==> src/rtl/instr_fetch.sv <==
// Instruction-fetch stage feeding the decode stage: fetches the word at the decode PC over a
// req/ack memory port and hands it to decode with a one-cycle enable, substituting NOOP on error.
module instr_fetch #(
    parameter int          TIMEOUT = 16,
    parameter logic [31:0] NOOP    = 32'h00000013
) (
    input  logic        i_CLK,
    input  logic        i_RSTn,
    input  logic [31:0] i_PC,
    input  logic        i_HOLD,
    output logic        o_IMEM_REQ,
    output logic [31:0] o_IMEM_ADDR,
    input  logic        i_IMEM_ACK,
    input  logic [31:0] i_IMEM_DATA,
    output logic [31:0] o_INSTRUCTION,
    output logic        o_EN,
    output logic        o_FETCH_ERR,
    output logic [31:0] o_ISSUE_CNT
);

    typedef enum logic [1:0] {
        IDLE  = 2'd0,
        FETCH = 2'd1,
        ISSUE = 2'd2
    } state_t;

    // Last wait-counter value before a pending fetch is abandoned.
    localparam logic [7:0] WAIT_LAST = 8'(TIMEOUT - 1);

    state_t      state_reg, state_next;
    logic [31:0] instr_reg, instr_next;
    logic        err_reg, err_next;
    logic [7:0]  wait_cnt_reg, wait_cnt_next;
    logic [31:0] issue_cnt_reg, issue_cnt_next;

    logic        pc_aligned;
    logic        fetch_req;
    logic        issue_en;

    assign pc_aligned = (i_PC[1:0] == 2'b00);

    always_ff @(posedge i_CLK) begin
        if (!i_RSTn) begin
            state_reg     <= IDLE;
            instr_reg     <= NOOP;
            err_reg       <= 1'b0;
            wait_cnt_reg  <= 8'd0;
            issue_cnt_reg <= 32'd0;
        end else begin
            state_reg     <= state_next;
            instr_reg     <= instr_next;
            err_reg       <= err_next;
            wait_cnt_reg  <= wait_cnt_next;
            issue_cnt_reg <= issue_cnt_next;
        end
    end

    always_comb begin
        state_next     = state_reg;
        instr_next     = instr_reg;
        err_next       = err_reg;
        wait_cnt_next  = wait_cnt_reg;
        issue_cnt_next = issue_cnt_reg;
        fetch_req      = 1'b0;
        issue_en       = 1'b0;

        case (state_reg)
            IDLE: begin
                state_next = FETCH;
            end

            FETCH: begin
                if (!pc_aligned) begin
                    // A misaligned PC is never put on the bus.
                    instr_next    = NOOP;
                    err_next      = 1'b1;
                    wait_cnt_next = 8'd0;
                    state_next    = ISSUE;
                end else begin
                    fetch_req = 1'b1;
                    if (i_IMEM_ACK) begin
                        // An ACK on the final allowed cycle still wins over the timeout.
                        instr_next    = i_IMEM_DATA;
                        err_next      = 1'b0;
                        wait_cnt_next = 8'd0;
                        state_next    = ISSUE;
                    end else if (wait_cnt_reg == WAIT_LAST) begin
                        instr_next    = NOOP;
                        err_next      = 1'b1;
                        wait_cnt_next = 8'd0;
                        state_next    = ISSUE;
                    end else begin
                        wait_cnt_next = wait_cnt_reg + 8'd1;
                    end
                end
            end

            ISSUE: begin
                issue_en = ~i_HOLD;
                if (!i_HOLD) begin
                    issue_cnt_next = issue_cnt_reg + 32'd1;
                    state_next     = FETCH;
                end
            end

            default: begin
                state_next = IDLE;
            end
        endcase
    end

    // Handshake outputs are forced quiet while reset is asserted, even mid-transaction.
    assign o_IMEM_REQ    = fetch_req & i_RSTn;
    assign o_IMEM_ADDR   = o_IMEM_REQ ? {i_PC[31:2], 2'b00} : 32'd0;
    assign o_EN          = issue_en & i_RSTn;
    assign o_FETCH_ERR   = issue_en & err_reg & i_RSTn;
    assign o_INSTRUCTION = instr_reg;
    assign o_ISSUE_CNT   = issue_cnt_reg;

endmodule

==> config.mk <==
export PLATFORM = sky130hd
export DESIGN_NAME = instr_fetch
export DESIGN_NICKNAME = d
export VERILOG_FILES = /design/src/rtl/instr_fetch.sv
export SDC_FILE = /design/constraint.sdc
export NUM_CORES = 1
export LEC_CHECK = 0
export ABC_AREA = 0
export CORE_UTILIZATION = 40
export CTS_CLUSTER_DIAMETER = 40
export DETAILED_ROUTE_END_ITERATION = 10
export MAX_ROUTING_LAYER = met4
export PLACE_DENSITY = 0.83
export SKIP_CTS_REPAIR_TIMING = 1
export SLEW_MARGIN = 20
export SYNTH_ARGS = -nofsm -noshare
export SYNTH_HDL_FRONTEND = slang
export SYNTH_SLANG_ARGS = --single-unit
==> constraint.sdc <==
create_clock -name i_CLK -period 2.7 [get_ports i_CLK]
set_clock_uncertainty 0.15 [all_clocks]
set_input_delay 0.54 -clock i_CLK [delete_from_list [all_inputs] [get_ports i_CLK]]
set_output_delay 0.54 -clock i_CLK [all_outputs]
set_load 0.01 [all_outputs]
==> impl_results.md <==
- Fmax: 0.381 GHz
- Worst R2R Start: o_ISSUE_CNT[9]
- Number of port buffers: 164
- Main synth FF type: dfxtp_1
- Core area: 7810 sq um
- Reg2reg path depth: 4
- Delay-heaviest family, CP: buffers and inverters
- CTS buffer count: 9
- Drt total wl: 10.6 mm
- Largest net degree at the start of global routing: 34
- Synthesized cell area: 3250 sq um
- Nets: 599
- Post-synth ARST share: 0
- Final Max Slew Viols: 0
- H-tree depth: 3
- Area contributors post-synth: dfxtp_1, a22o_1, and2_1, a21oi_1, or4_1
- Hold depth: 2
- Via count: 3,493
- Worst hold path type: reg2reg
- Global Route Usage Sum: 0.247
- Max-cap viol count: 0
- Power per cell area: 441 nW/um^2
- Worst Setup Start Kind: input pin
- Number of cells on the critical path: 4
- Initial antenna violation count: 0
- Initial Util: 0.417
- Crit path top cell by count: clkdlybuf4s50_1
- Critical Path, Cell by Cell: clkdlybuf4s50_1 > buf_4 > and2_1 > clkdlybuf4s50_1
- Critical Path Sink Type: output pin
- Post-synth EDFFs: 0
- # rows: 32
- Die Wd: 92.2 microns
- Vias in the first global route: 3,270
- RSZ-0062 raised after global routing: no
- Hold Crit Start: wait_cnt_reg[1]
- Placed cell area: 5110 sq um
- Arrival @ worst endpoint: 1.94 ns
- Worst Path Required: 2.01 ns
- Final Wtd Congestion: 0.812
- Syn Area/Cell: 9.24 sq um
- DRT iter0 DRCs: 101
- Yosys warning count: 0
- Leak Pwr: 2.48 nW
- WP buf/inv: 3
- Slowest CP cell: clkdlybuf4s50_1
- Clk_lat worst skew: 0.34 ns
- Total power: 2.41 mW
- Die area: 8490 sq um
- Share of cells above drive strength 1: 0.0861
- GRT overflow: 0
- Antenna fix cells: 0
- Count leader, synth: dfxtp_1
- Yosys reg bits: 75
- Clk sinks: 75
- CP startpoint: i_RSTn
- First-pass GRT wire length: 15.8 mm
- TritonRoute pass-1 iters: 4
- Sequential area share after synthesis: 0.462
- Yosys top cell area share: 0.462
- Peak supply drop: 0.273 mV
- Status: completed
- Drt drc: 0
- Top cell type by total area after synthesis: dfxtp_1
- Cell variety after synth: 43
- Clk slew on worst S/H paths: 0.07 ns
- Setup_tns: 0 ns
- Period utilization: 0.973
- Num ports: 167
- WS Path Type: in2out
- DR WL/cell: 16.7 microns
- Post-synthesis instance total: 352
- Design Area, Final: 5470 sq um
- Die Y-Extent: 92.2 microns
- Detailed placement HPWL: 7.64 mm
- CTS root buf: clkbuf_8
- Fin. Hold Viols: 0
- CTS max path bufs: 2
- Most instantiated cells after synthesis: dfxtp_1, and2_1, a22o_1
- Max incr delay on CP: 0.55 ns
- Synthesis-to-finish area growth: 68.3%
- ANT nets after route: 0
- Worst-path fanout max: 7
- Number of vias per cell: 5.49
- Final setup fails: 0
- Min Tclk post-route: 2.63 ns
- CTS tree: done
[routing by layer]
metal / up-vias / GRT usage / routed length, microns / share of wire
met3: 15 / 0.0713 / 780 / 0.073
met2: 148 / 0.451 / 5720 / 0.54
met4: 0 / 0.0859 / 187 / 0.018
li1: 1649 / - / - / -
met1: 1681 / 0.251 / 3940 / 0.37
met5: - / - / 0 / 0
[where the power goes]
part,internal (mW),switching [mW]
combinational,0.149,0.0877
sequential,1.12,0.00978
clock,0.637,0.412
total,1.90,0.510
[cells in the final DEF, fill, tap and decap left out, drive strengths merged, types with 2 or more instances in the layout]
master	instances
clkdlybuf4s50	132
dfxtp	75
and2	36
dlymetal6s2s	32
a22o	29
a21oi	28
nand2	20
nor2	20
buf	20
or4	19
o31ai	15
nand3	12
clkbuf	12
nand4	11
xnor2	9
o21ai	8
or3	7
xor2	5
and3	5
nor4	4
inv	4
nor3	3
o22a	3
bufinv	3
nand2b	2
mux2i	2
ha	2
conb	2
clkinv	2
[cell families after synthesis]
kind of cell / synth area share
flops: 0.462
xor+xnor: 0.0377
buf+inv: 0.0327
other cells: 0.00115
compound gates: 0.184
fa+ha+maj: 0.00769
mux: 0.00616
simple gates: 0.269
[cell type report]
cell class / count / area (sq um)
tap: 102 / 128
sequential: 75 / 1500
clock buffer: 11 / 141
clock inverter: 5 / 100
multi-input combinational: 254 / 1660
timing repair buffer: 185 / 1920
fill: 588 / 2340
inverter: 4 / 15.0
[per-stage QoR]
stage | hold slack, ns | setup slack, ns | std cells | utilization
5_1_grt | 0.345 | 0.0236 | 636 | 0.701
3_5_place_dp | 0.314 | -0.253 | 619 | 0.655
3_3_place_gp | 0.301 | -0.188 | 619 | 0.655
6_report | 0.327 | 0.0720 | 636 | 0.701
2_1_floorplan | 0.295 | 0.431 | 353 | -
4_1_cts | 0.329 | -0.255 | 635 | 0.686
[worst reg2reg max path: stages (launching register included)]
cell and delay [ns]:
dfxtp_1 0.43, nand3_1 0.19, or4_1 0.73, or4_1 0.57, a21oi_1 0.17
[final timing paths]
kind         slack [ns]              end
max                0.07             o_EN
min                0.33  wait_cnt_reg[1]
max reg2reg        0.39  o_ISSUE_CNT[29]
min reg2reg        0.33  wait_cnt_reg[1]
Note: power is estimated with default switching activity, not from simulation.
